`config.mk`:
```
export PLATFORM = sky130hd
export DESIGN_NAME = ycrcb422_pixel_sequencer_flat
export DESIGN_NICKNAME = d
export VERILOG_FILES = /design/src/rtl/ycrcb422_pixel_sequencer_pkg.sv /design/src/rtl/ycrcb422_pixel_sequencer_if.sv /design/src/rtl/ycrcb2rgb.sv /design/src/rtl/ycrcb422_pixel_sequencer_pixel_fifo.sv /design/src/rtl/ycrcb422_pixel_sequencer.sv /design/src/flat_wrapper.sv
export SDC_FILE = /design/constraint.sdc
export NUM_CORES = 1
export LEC_CHECK = 0
export CORE_AREA = 5 5 183 274
export DETAILED_ROUTE_END_ITERATION = 7
export DIE_AREA = 0 0 188 279
export DONT_BUFFER_PORTS = 1
export PLACE_DENSITY = 0.43
export SYNTH_ARGS = -nofsm -noshare
export SYNTH_HDL_FRONTEND = slang
export SYNTH_HIERARCHICAL = 1
export SYNTH_SLANG_ARGS = --single-unit
export TNS_END_PERCENT = 50
```
`constraint.sdc`:
```
create_clock -name clk -period 8.6 [get_ports clk]
set_input_delay 1.72 -clock clk [delete_from_list [all_inputs] [get_ports clk]]
set_output_delay 1.72 -clock clk [all_outputs]
set_load 0.05 [all_outputs]
```
`src/rtl/ycrcb422_pixel_sequencer_pkg.sv`:
```
// Shared types and constants for the 4:2:2 pixel sequencer slice.
// Holds the byte-phase enum, the chroma offset and the buffered pixel record.
package ycrcb_pkg;

   typedef enum logic [1:0] {
      S_CB,
      S_Y0,
      S_CR,
      S_Y1
   } state_t;

   localparam int CHROMA_OFFSET = 128;
   localparam int PIX_W         = 24 + 10 + 9 + 1;

   typedef struct packed {
      logic [23:0] rgb;
      logic [9:0]  x;
      logic [8:0]  y;
      logic        sof;
   } pixel_t;

   // Offset-binary chroma byte to signed 10-bit
   function automatic logic signed [9:0] to_chroma(input logic [7:0] b);
      return signed'({2'b00, b}) - 10'(CHROMA_OFFSET);
   endfunction

endpackage

```
`src/rtl/ycrcb422_pixel_sequencer_if.sv`:
```
// Byte-stream input and tagged-pixel output handshakes of the sequencer.
interface ycrcb422_pixel_sequencer_if;
   logic [7:0]  in_byte;
   logic        in_sof;
   logic        in_valid;
   logic        in_ready;
   logic [23:0] out_rgb;
   logic [9:0]  out_x;
   logic [8:0]  out_y;
   logic        out_sof;
   logic        out_valid;
   logic        out_ready;
   logic        sync_err;

   modport master (
      output in_byte, in_sof, in_valid, out_ready,
      input  in_ready, out_rgb, out_x, out_y, out_sof, out_valid, sync_err
   );

   modport slave (
      input  in_byte, in_sof, in_valid, out_ready,
      output in_ready, out_rgb, out_x, out_y, out_sof, out_valid, sync_err
   );
endinterface

```
`src/rtl/ycrcb2rgb.sv`:
```
// Combinational Y/Cr/Cb to RGB converter, 8.8 fixed-point coefficients.
// Results wrap mod 256; no clamping is applied.
module ycrcb2rgb (
   input  logic [9:0]        y,
   input  logic signed [9:0] cr,
   input  logic signed [9:0] cb,
   output logic [7:0]        r,
   output logic [7:0]        g,
   output logic [7:0]        b
);

   localparam logic signed [19:0] K_R  = 20'sd292;
   localparam logic signed [19:0] K_GB = 20'sd149;
   localparam logic signed [19:0] K_GR = 20'sd101;
   localparam logic signed [19:0] K_B  = 20'sd520;

   logic signed [19:0] ys, cbx, crx;

   assign ys  = {10'b0, y};
   assign cbx = {{10{cb[9]}}, cb};
   assign crx = {{10{cr[9]}}, cr};

   // Camera-path operand naming: the cb operand carries the red-difference term
   assign r = 8'(ys + ((K_R * cbx) >>> 8));
   assign g = 8'(ys - ((K_GB * cbx) >>> 8) - ((K_GR * crx) >>> 8));
   assign b = 8'(ys + ((K_B * crx) >>> 8));

endmodule

```
`src/rtl/ycrcb422_pixel_sequencer_pixel_fifo.sv`:
```
// Shift-register FIFO whose entry 0 is the registered head.
// Push and pop may coincide; a push while full is ignored.
module pixel_fifo #(
   parameter int DEPTH = 2,
   parameter int WIDTH = 44
) (
   input  logic             clk,
   input  logic             reset_n,
   input  logic             push,
   input  logic [WIDTH-1:0] din,
   input  logic             pop,
   output logic [WIDTH-1:0] dout,
   output logic             full,
   output logic             empty
);

   localparam int          CW = $clog2(DEPTH + 1);
   localparam int unsigned D  = DEPTH;

   logic [WIDTH-1:0] mem [DEPTH];
   logic [WIDTH-1:0] nxt [DEPTH];
   logic [CW-1:0]    count, wr_idx;
   logic             do_push, do_pop;

   assign empty   = (count == '0);
   assign full    = (count == CW'(DEPTH));
   assign do_pop  = pop && !empty;
   assign do_push = push && !full;
   assign wr_idx  = do_pop ? count - CW'(1) : count;
   assign dout    = mem[0];

   always_comb begin
      nxt = mem;
      if (do_pop)
         for (int unsigned i = 0; i + 1 < D; i++) nxt[i] = mem[i+1];
      if (do_push)
         for (int unsigned i = 0; i < D; i++)
            if (CW'(i) == wr_idx) nxt[i] = din;
   end

   always_ff @(posedge clk or negedge reset_n) begin
      if (!reset_n) begin
         count <= '0;
         for (int unsigned i = 0; i < D; i++) mem[i] <= '0;
      end else begin
         mem <= nxt;
         if (do_push && !do_pop)
            count <= count + CW'(1);
         else if (!do_push && do_pop)
            count <= count - CW'(1);
      end
   end

endmodule

```
`src/rtl/ycrcb422_pixel_sequencer.sv`:
```
// Pairs Cb/Y0/Cr/Y1 bytes into two RGB pixels tagged with frame coordinates,
// buffering them behind a small FIFO and resynchronising on in_sof.
module ycrcb422_pixel_sequencer
   import ycrcb_pkg::*;
#(
   parameter int H_ACTIVE   = 640,
   parameter int V_ACTIVE   = 480,
   parameter int FIFO_DEPTH = 2
) (
   input logic                      clk,
   input logic                      reset_n,
   ycrcb422_pixel_sequencer_if.slave bus
);

   localparam logic [9:0] X_LAST = 10'(H_ACTIVE - 1);
   localparam logic [8:0] Y_LAST = 9'(V_ACTIVE - 1);

   state_t            state;
   logic signed [9:0] cb_q, cr_q, conv_cr;
   logic [7:0]        y0_q;
   logic [9:0]        conv_y, x_cnt;
   logic [8:0]        y_cnt;
   logic              sync_err_q;
   logic              accept, push, pop, full, empty;
   logic [7:0]        r, g, b;
   logic [PIX_W-1:0]  head_bits;
   pixel_t            push_pix, head;

   // Chroma-bearing bytes stall on the registered fill level only
   assign bus.in_ready = (state == S_CB || state == S_Y0) ? 1'b1 : !full;
   assign accept       = bus.in_valid && bus.in_ready;
   assign push         = accept && !bus.in_sof && (state == S_CR || state == S_Y1);
   assign pop          = bus.out_ready && !empty;

   always_comb begin
      conv_y  = (state == S_Y1) ? {2'b00, bus.in_byte} : {2'b00, y0_q};
      conv_cr = (state == S_CR) ? to_chroma(bus.in_byte) : cr_q;
   end

   ycrcb2rgb u_conv (
      .y  (conv_y),
      .cr (conv_cr),
      .cb (cb_q),
      .r  (r),
      .g  (g),
      .b  (b)
   );

   always_comb begin
      push_pix.rgb = {r, g, b};
      push_pix.x   = x_cnt;
      push_pix.y   = y_cnt;
      push_pix.sof = (x_cnt == '0) && (y_cnt == '0);
   end

   pixel_fifo #(
      .DEPTH (FIFO_DEPTH),
      .WIDTH (PIX_W)
   ) u_fifo (
      .clk     (clk),
      .reset_n (reset_n),
      .push    (push),
      .din     (push_pix),
      .pop     (pop),
      .dout    (head_bits),
      .full    (full),
      .empty   (empty)
   );

   assign head          = head_bits;
   assign bus.out_rgb   = head.rgb;
   assign bus.out_x     = head.x;
   assign bus.out_y     = head.y;
   assign bus.out_sof   = head.sof;
   assign bus.out_valid = !empty;
   assign bus.sync_err  = sync_err_q;

   always_ff @(posedge clk or negedge reset_n) begin
      if (!reset_n) begin
         state      <= S_CB;
         cb_q       <= '0;
         cr_q       <= '0;
         y0_q       <= '0;
         x_cnt      <= '0;
         y_cnt      <= '0;
         sync_err_q <= 1'b0;
      end else if (accept) begin
         if (bus.in_sof) begin
            // Any byte flagged sof restarts a group as Cb at pixel (0,0)
            cb_q  <= to_chroma(bus.in_byte);
            state <= S_Y0;
            x_cnt <= '0;
            y_cnt <= '0;
            if (state != S_CB) sync_err_q <= 1'b1;
         end else begin
            unique case (state)
               S_CB: begin
                  cb_q  <= to_chroma(bus.in_byte);
                  state <= S_Y0;
               end
               S_Y0: begin
                  y0_q  <= bus.in_byte;
                  state <= S_CR;
               end
               S_CR: begin
                  cr_q  <= conv_cr;
                  state <= S_Y1;
               end
               S_Y1: state <= S_CB;
            endcase
            if (push) begin
               if (x_cnt == X_LAST) begin
                  x_cnt <= '0;
                  y_cnt <= (y_cnt == Y_LAST) ? '0 : y_cnt + 9'd1;
               end else begin
                  x_cnt <= x_cnt + 10'd1;
               end
            end
         end
      end
   end

endmodule

```
`src/flat_wrapper.sv`:
```
// flat-port wrapper written by rule: the top's interface ports become plain ports
module ycrcb422_pixel_sequencer_flat import ycrcb_pkg::*;
#(
   parameter int H_ACTIVE   = 640,
   parameter int V_ACTIVE   = 480,
   parameter int FIFO_DEPTH = 2
)
  (clk, reset_n, bus_in_byte, bus_in_sof, bus_in_valid, bus_out_ready, bus_in_ready, bus_out_rgb, bus_out_x, bus_out_y, bus_out_sof, bus_out_valid, bus_sync_err);
  ycrcb422_pixel_sequencer_if bus_i ();
  input logic clk;
  input logic reset_n;
  input wire logic [$bits(bus_i.in_byte)-1:0] bus_in_byte;
  input wire logic [$bits(bus_i.in_sof)-1:0] bus_in_sof;
  input wire logic [$bits(bus_i.in_valid)-1:0] bus_in_valid;
  input wire logic [$bits(bus_i.out_ready)-1:0] bus_out_ready;
  output wire logic [$bits(bus_i.in_ready)-1:0] bus_in_ready;
  output wire logic [$bits(bus_i.out_rgb)-1:0] bus_out_rgb;
  output wire logic [$bits(bus_i.out_x)-1:0] bus_out_x;
  output wire logic [$bits(bus_i.out_y)-1:0] bus_out_y;
  output wire logic [$bits(bus_i.out_sof)-1:0] bus_out_sof;
  output wire logic [$bits(bus_i.out_valid)-1:0] bus_out_valid;
  output wire logic [$bits(bus_i.sync_err)-1:0] bus_sync_err;
  assign bus_i.in_byte = bus_in_byte;
  assign bus_i.in_sof = bus_in_sof;
  assign bus_i.in_valid = bus_in_valid;
  assign bus_i.out_ready = bus_out_ready;
  assign bus_in_ready = bus_i.in_ready;
  assign bus_out_rgb = bus_i.out_rgb;
  assign bus_out_x = bus_i.out_x;
  assign bus_out_y = bus_i.out_y;
  assign bus_out_sof = bus_i.out_sof;
  assign bus_out_valid = bus_i.out_valid;
  assign bus_sync_err = bus_i.sync_err;
  ycrcb422_pixel_sequencer #(.H_ACTIVE(H_ACTIVE), .V_ACTIVE(V_ACTIVE), .FIFO_DEPTH(FIFO_DEPTH)) u_core (.clk(clk), .reset_n(reset_n), .bus(bus_i));
endmodule
```
======== Word level (Yosys, flattened, before mapping) ========
Cells that the tools add are included.
word-level totals
  bits in registers ....................... 140
  bits of input ports ..................... 13
  output and inout port bits .............. 47
  word-level logic and storage cells ...... 85
cells by class
  add/subtract/negate cells ............... 9
  multiply operators ...................... 4
  equality and inequality tests ........... 7
  multiplexer cells ....................... 21
  bitwise operators ....................... 1
  reduce and logical (&&, ||, !) cells .... 33
operators with widths
  kind                                                                 count
  44-bit 2-to-1 mux                                                    3
  88-bit 2-to-1 mux                                                    1
  10-bit 2-to-1 mux                                                    6
  9-bit 2-to-1 mux                                                     4
  8-bit adder                                                          2
  8-bit by 10-bit multiplier with 16-bit output, first input constant  1
  9-bit by 10-bit multiplier with 16-bit output, first input constant  1
  8-bit subtractor                                                     2
  8-bit by 10-bit multiplier with 14-bit output, first input constant  1
  8-bit by 10-bit multiplier with 13-bit output, first input constant  1
  3-bit AND reduction                                                  4
  10-bit by 1-bit adder with 10-bit output, second input constant      1
  10-bit equality test, second input constant                          1
  10-bit zero test                                                     1
  2-bit nonzero test                                                   5
  9-bit by 1-bit adder with 9-bit output, second input constant        1
  9-bit equality test, second input constant                           1
  1-bit logical AND                                                    9
  9-bit zero test                                                      1
  8-bit by 8-bit subtractor with 9-bit output, second input constant   1
  2-bit 2-to-1 mux                                                     4
  8-bit 2-to-1 mux                                                     1
  2-bit case mux with 4 select lines                                   1
  2-bit equality test, second input constant                           3
  other kinds (10)                                                     19

======== Depth between registers and ports, before layout ========
Gate-level depths: netlist (run 1).
  depth in word-level cells ............... 11
  mapped depth ............................ 27
  depth with buffers taken out ............ 26

======== By module ========
Netlist (run 1), hierarchy kept.
by module, submodules not included
  module                    times used  cells an instance  area an instance (µm²)  sequential area each (µm²)
  pixel_fifo                1           501                5082.4                  2252.2
  ycrcb2rgb                 1           431                4003.8                  0.0
  ycrcb422_pixel_sequencer  1           236                2655.0                  1201.2

======== Worst setup path after synthesis (run 1) ========
OpenSTA, ideal clock, no wires.
  path type ............................... input to register
  start ................................... input bus_in_byte[2]
  end ..................................... register u_core/u_fifo/mem[35] (netlist name)
  library setup time ...................... 0.125 ns
  arrival time ............................ 6.729 ns
  required time ........................... 8.475 ns
  slack ................................... 1.746 ns
  stages .................................. 22
  path buffers ............................ 0
  cell sequence ........................... mux2_2 -> ha_1 -> fa_1 -> fa_1 -> ha_1 -> ha_1 -> a21o_1 -> a21oi_1 -> o21ai_1 -> a21oi_1 -> o21ai_1 -> a311oi_1 -> xnor2_1 -> fa_1 -> inv_1 -> ha_1 -> nor2_1 -> nor2_1 -> o41ai_4 -> xnor2_1 -> xnor2_1 -> mux2_4
on the way
  longest elaborated chain between the ends .. 4
  elaborated cells between the ends (all ways) .. 6
  classes of those cells .................. add/sub (3); mul (1); mux (2)
RTL lines
  item                                           line                                       RTL
  start, declared                                flat_wrapper.sv:12                         input wire logic [$bits(bus_i.in_byte)-1:0] bus_in_byte;
  8-bit by 8-bit subtractor with 9-bit output    ycrcb422_pixel_sequencer_pkg.sv:24         return signed'({2'b00, b}) - 10'(CHROMA_OFFSET);
  10-bit 2-to-1 mux                              ycrcb422_pixel_sequencer.sv:37             conv_cr = (state == S_CR) ? to_chroma(bus.in_byte) : cr_q;
  8-bit by 10-bit multiplier with 16-bit output  ycrcb2rgb.sv:25                            assign g = 8'(ys - ((K_GB * cbx) >>> 8) - ((K_GR * crx) >>> 8));
  8-bit subtractor (*)                           ycrcb2rgb.sv:25
  net u_core.g[7]                                ycrcb422_pixel_sequencer.sv:25             logic [7:0] r, g, b;
  end signal, assigned                           ycrcb422_pixel_sequencer_pixel_fifo.sv:46  mem <= nxt;
  end, declared                                  ycrcb422_pixel_sequencer_pixel_fifo.sv:20  logic [WIDTH-1:0] mem [DEPTH];
Mark *: on every way through the listed nets, which the timed path passes. The rest lies on a longest branch.
A chain may end at the register's enable or synchronous reset.

======== Final worst setup path (run 1) ========
  start ................................... register u_core.state[0]
  end ..................................... register u_core/u_fifo/mem[35] (netlist name)
on the way
  elaborated cells between the ends (all ways) .. 17
  classes of those cells .................. add/sub (2); mul (1); eq/ne (3); mux (3); reduce/logical (8)
RTL lines
  item                                           line                            RTL
  start, declared                                ycrcb422_pixel_sequencer.sv:18  state_t state;
  start signal, assigned                         ycrcb422_pixel_sequencer.sv:80  state <= S_CB;
  start signal, assigned                         ycrcb422_pixel_sequencer.sv:91  state <= S_Y0;
  start signal, assigned                         ycrcb422_pixel_sequencer.sv:99  state <= S_Y0;
  2-bit equality test                            ycrcb422_pixel_sequencer.sv:37
  10-bit 2-to-1 mux                              ycrcb422_pixel_sequencer.sv:37
  net u_core.conv_cr[2]                          ycrcb422_pixel_sequencer.sv:19  logic signed [9:0] cb_q, cr_q, conv_cr;
  8-bit by 10-bit multiplier with 16-bit output  ycrcb2rgb.sv:25
  8-bit subtractor                               ycrcb2rgb.sv:25
  net u_core.g[7]                                ycrcb422_pixel_sequencer.sv:25
The timed path passes the listed nets, and every way through them passes these cells.

==> metrics.md, run 1 <==
| Metric | Value |
|---|---|
| Status | `complete, no violations` |
| Flop-to-flop setup slack | `1.85 ns` |
| Worst hold path class | `register to register` |
| Hold path start | `u_core/cr_q[8]` |
| Hold path endpoint | `u_core/cr_q[8]` |
| Rel. slew slack | `0.284` |
| Max-cap violations | `0` |
| Layout area overhead | `6.62%` |
| Via Count | `7,880` |
| Via/cell ratio | `4.60` |
| Number of global-route vias before repair | `8,293` |
| Ant. Diodes | `0` |
| RSZ-0062 raised after global routing | `no` |
| Pre-antenna DRT Iters | `5` |
| Worst skew pair latency | `0.44 ns` |
| Die Y | `279 µm` |
| Grt ovf | `0` |
| Post-cts hold buffer count | `0` |
| Worst Setup Start Kind | `register` |
| Final min period | `6.75 ns` |
| H-tree levels | `4` |
| CP Max Fanout | `14` |
| CTS clock-pin slew for the worst setup and hold paths | `0.07 ns` |
| Crit end category | `register` |
| Clock root buffer master | `clkbuf_16` |
| Max Fclk | `0.148 GHz` |
| Nets | `1,292` |
| Clock Path Buffers | `2` |
| Core box area | `47,300 µm²` |
| Fillers | `5,003` |
| Clk_skew | `0.0120 ns` |
| Routed len/inst | `17.5 µm` |
| Cells on worst reg2reg path | `24` |
| GPL Wtd Cong | `0.779` |
| Total wire length | `29.9 mm` |
| Final setup viols | `0` |
| Yosys warns | `6` |
| Total CTS buffers | `17` |
| Initial core utilization | `0.248` |
| Total GRT Usage | `0.117` |
| Synthesized instance count | `1,167` |
| RR Endpoint | `u_core/u_fifo/mem[35]` |
| Period utilisation layout | `0.784` |
| Initial antenna violation count | `0` |
| Clk sinks | `138` |
| I/O pins | `60` |
| First-pass GRT wire length | `48.0 mm` |
| WP data arrival | `7.06 ns` |
| I/O Buffers | `0` |
| R2R Path Start | `u_core/state[0]` |
| Largest net degree at the start of global routing | `139` |
| DRC violations left | `0` |
| Hold path cells | `1` |
| Synth Net Count | `1,357` |
| Kind of critical path | `register to register` |
| Row count | `98` |
| Post-CTS setup buffer count | `0` |
| CTS tree | `built` |
| Syn avg cell area | `10.1 µm²` |
| Die area | `52,500 µm²` |
| Initial DRC count | `378` |
| ANT nets after route | `0` |
| Total placed instance area | `11,900 µm²` |
| Final Cell Area | `12,500 µm²` |
| Worst-margin pin slew | `1.06 ns` |
| Max-slew violation count | `0` |
| Hold Fails Final Rpt | `0` |
| Worst Path Required | `8.92 ns` |
| Resized cells post-CTS | `0` |
| Die Span X | `188 µm` |
| Cell area after synthesis | `11,700 µm²` |
| Share of layout cells above drive strength 1 | `0.135` |
| Setup TNS | `0 ns` |
| HPWL Detailed | `21.8 mm` |
worst max path at each step:
stage	startpoint	to	slack [ns]	cells past startpoint
3_5_place_dp	bus_in_byte[2]	u_core/u_fifo/mem[35]	1.43	24
4_1_cts	u_core/state[0]	u_core/u_fifo/mem[35]	1.83	24
2_1_floorplan	bus_in_byte[2]	u_core/u_fifo/mem[35]	1.75	22
3_3_place_gp	bus_in_byte[2]	u_core/u_fifo/mem[35]	1.46	22
6_report	u_core/state[0]	u_core/u_fifo/mem[35]	1.85	24
5_1_grt	u_core/state[0]	u_core/u_fifo/mem[35]	1.35	24
state kept, by name, indices dropped and copies added, names as in the netlist:
register / cells
u_core/cb_q: 8
u_core/y_cnt: 9
u_core/state: 2
u_core/u_fifo/dout: 44
u_core/u_fifo/count: 2
u_core/bus.sync_err: 1
u_core/cr_q: 10
u_core/x_cnt: 10
u_core/y0_q: 8
u_core/u_fifo/mem: 44
final cells by class:
class / instances / area [µm²] / share of cell area
multi-input combinational: 839 / 7310 / 0.584
sequential: 138 / 3450 / 0.276
tap: 600 / 751 / 0.0600
clock buffer: 23 / 478 / 0.0382
inverter: 98 / 370 / 0.0296
clock inverter: 7 / 92.6 / 0.00740
timing repair buffer: 8 / 60.1 / 0.00480
stage by stage:
step	setup slack, ns	cells	hold WS (ns)	util
global route	1.35	1713	0.501	0.264
detailed placement	1.43	1683	0.467	0.252
finish	1.85	1713	0.479	0.264
CTS	1.83	1713	0.480	0.264
global placement	1.46	1683	0.463	0.252
floorplan	1.75	1167	0.450	-
critical path, cell delays in order (launching register included):
cell,delay [ns]
dfrtp_1,0.43
inv_1,0.10
ha_1,0.60
mux2_2,0.48
ha_1,0.33
fa_1,0.54
fa_1,0.43
ha_1,0.31
ha_1,0.35
a21o_1,0.18
a21oi_1,0.17
o21ai_1,0.13
a21oi_1,0.24
o21ai_1,0.15
a311oi_1,0.34
xnor2_1,0.13
fa_1,0.49
inv_1,0.04
ha_1,0.30
nor2_1,0.05
nor2_1,0.16
o41ai_4,0.11
xnor2_1,0.19
xnor2_1,0.11
mux2_4,0.26
cell usage in the layout, fill, tap and decap left out, types with 28 or more instances in the layout:
cell type,n
ha_1,138
dfrtp_1,137
nor2_1,109
inv_1,97
a21oi_1,78
xnor2_1,53
nor3_1,50
mux2_2,44
o211a_1,43
mux2_4,40
fa_1,39
o21ai_0,35
o21ai_1,31
nand2_1,28
metal layers:
layer  track usage  wire length (µm)
met4        0.0395               596
met1         0.135             12400
met3        0.0241              1040
met2         0.214             15900
met5             0                 0
Power of run 1 is left out: the tool's default activity adds up to more than one toggle a clock period on the data nets, which glitch-free logic cannot reach.
==> run 2, diff against run 1 <==
PLACE_DENSITY = 0.44   (was 0.43)
clock period = 5.45 ns   (was 8.6 ns; I/O delays follow)
==> run 2 against run 1 <==
The run now ends with setup timing left; hold slack worse by 0.11 ns; via count is 3.7% higher; final cell count rose by 4.4%; sequential cell count unchanged; wire length increased by 3.1%; global-route usage rose by 0.30 points; die area unchanged; register-to-register slack got worse by 2.1 ns; sequential share of layout area is 1.8 points lower; first-iteration DRC count down 6.9%; clock skew up 0.0019 ns; critical path type unchanged; critical endpoint unchanged.
==> metrics.md, run 2 (synthesis results as in run 1) <==
| Metric | Value |
|---|---|
| Via/cell ratio | `4.57 (-0.64%)` |
| Setup WS post-layout | `-0.263 ns (-2.12 ns)` |
| Commonest non-fill, non-tap cell in the layout | `dfrtp_1` |
| Grt ovf | `0 (unchanged)` |
| Final min period | `5.71 ns (-1.03 ns)` |
| Clock Path Buffers | `2 (unchanged)` |
| Via Count | `8,172 (+3.7%)` |
| I/O Buffers | `0 (unchanged)` |
| RSZ-0062 raised after global routing | `yes` |
| Slowest-stage cell, CP | `fa_2` |
| Rel. slew slack | `0.258 (-0.0257)` |
| Share of layout cells above drive strength 1 | `0.226 (+0.0917)` |
| Fillers | `4,962 (-0.82%)` |
| ANT nets after route | `0 (unchanged)` |
| Final setup viols | `6 (+6)` |
| Worst hold path class | `input pin to async pin` |
| Row count | `98 (unchanged)` |
| Total wire length | `30.8 mm (+3.1%)` |
| Initial antenna violation count | `0 (unchanged)` |
| Routed len/inst | `17.3 µm (-1.2%)` |
| Hold Fails Final Rpt | `0 (unchanged)` |
| Clock root buffer master | `clkbuf_16` |
| Worst Setup Start Kind | `register` |
| Total CTS buffers | `17 (unchanged)` |
| Kind of critical path | `register to register` |
| CTS tree | `built` |
| Worst Path Required | `5.77 ns (-3.15 ns)` |
| Ant. Diodes | `0 (unchanged)` |
| Max-slew violation count | `0 (unchanged)` |
| DRC violations left | `0 (unchanged)` |
| Initial core utilization | `0.248 (unchanged)` |
| Number of global-route vias before repair | `8,649 (+4.3%)` |
| Worst skew pair latency | `0.44 ns (about the same)` |
| Worst-margin pin slew | `1.11 ns (+0.0498 ns)` |
| GPL Wtd Cong | `0.770 (-1.2%)` |
| Max-cap violations | `0 (unchanged)` |
| Pre-antenna DRT Iters | `4 (-1)` |
| Cells on worst reg2reg path | `25 (+4.2%)` |
| WP data arrival | `6.03 ns (-1.03 ns)` |
| Max Fclk | `0.175 GHz (+18%)` |
| Core box area | `47,300 µm² (unchanged)` |
| First-pass GRT wire length | `49.6 mm (+3.3%)` |
| HPWL Detailed | `23.3 mm (+6.9%)` |
| Layout area overhead | `14.2%` |
| Nets | `1,365 (+5.7%)` |
| H-tree levels | `4 (unchanged)` |
| Largest net degree at the start of global routing | `139 (unchanged)` |
| Die Span X | `188 µm (unchanged)` |
| Final core occ | `0.283 (+0.0188)` |
| Total GRT Usage | `0.120 (+0.00301)` |
| Crit end category | `register` |
| Status | `finished with violations` |
| Clk_skew | `0.0139 ns (+0.00194 ns)` |
| Period utilisation layout | `1.05 (+0.264)` |
| Die Y | `279 µm (unchanged)` |
| I/O pins | `60 (unchanged)` |
| CP Max Fanout | `7 (-7)` |
| CTS clock-pin slew for the worst setup and hold paths | `0.07 ns (about the same)` |
| CP peak stage delay | `0.54 ns (-0.06 ns)` |
| Most frequent cells in the layout | `dfrtp_1 (136), ha_1 (126), nor2_1 (108), inv_1 (91), buf_4 (79)` |
| Clk sinks | `138 (unchanged)` |
| Die area | `52,500 µm² (unchanged)` |
| Failing checks | `setup timing` |
| Initial DRC count | `352 (-6.9%)` |
run 2: final cells by class:
type                            instances  area, µm²  share of cell area
Clock buffer                           20        467              0.0348
Tap cell                              600        751              0.0560
Inverter                               98        370              0.0276
Timing Repair Buffer                   81        616              0.0459
Clock inverter                         12        161              0.0120
Sequential cell                       138       3460               0.258
Multi-Input combinational cell        839       7580               0.566
run 2: timing repair:
action	4_1_cts	5_1_grt
resized for setup	6	20
pin swaps	5	1
buffers inserted	2	2
hold buffers	0	0
hold endpoints to repair	0	0
setup endpoints to repair	9	10
run 2: final timing paths:
kind,end,from,slack (ns)
worst max-delay path,u_core/u_fifo/mem[35],u_core/state[0],-0.26
worst min-delay path,u_core/u_fifo/dout[39],reset_n,0.37
worst max register to register,u_core/u_fifo/mem[35],u_core/state[0],-0.26
worst min register to register,u_core/cr_q[9],u_core/cr_q[9],0.48
max in group asynchronous,u_core/u_fifo/count[0],reset_n,4.84
min in group clk,u_core/cr_q[9],u_core/cr_q[9],0.48
run 2: critical path: cells and delay by family (launching register included):
| kind | cells | cell delay, ns |
|---|---|---|
| XOR/XNOR | 7 | 1.22 |
| multiplexers | 2 | 0.62 |
| flip-flops | 1 | 0.39 |
| adder cells (fa/ha/maj) | 7 | 2.41 |
| AO/OA/AOI/OAI | 5 | 0.72 |
| buffers and inverters | 3 | 0.15 |
| AND/OR/NAND/NOR | 1 | 0.07 |
run 2: layer usage:
metal / part of all wire / wire length (µm) / track usage / vias to the layer above
met5: 0 / 0 / 0 / -
met3: 0.027 / 841 / 0.0219 / 25
li1: - / - / - / 4057
met4: 0.016 / 502 / 0.0356 / 0
met2: 0.55 / 17000 / 0.227 / 75
met1: 0.41 / 12500 / 0.136 / 4015
run 2: per-stage QoR:
stage / instances / hold WS, ns / worst slack, ns / instance area [µm²] / setup TNS [ns]
floorplan: 1167 / 0.450 / -0.431 / 11900 / -1.32
global placement: 1754 / 0.466 / -0.545 / 12700 / -3.49
detailed placement: 1754 / 0.470 / -0.600 / 12700 / -4.06
CTS: 1787 / 0.330 / -0.260 / 13300 / -1.08
global route: 1788 / 0.335 / -0.495 / 13400 / -2.39
finish: 1788 / 0.367 / -0.263 / 13400 / -0.652
Power of run 2 is left out for the same reason.
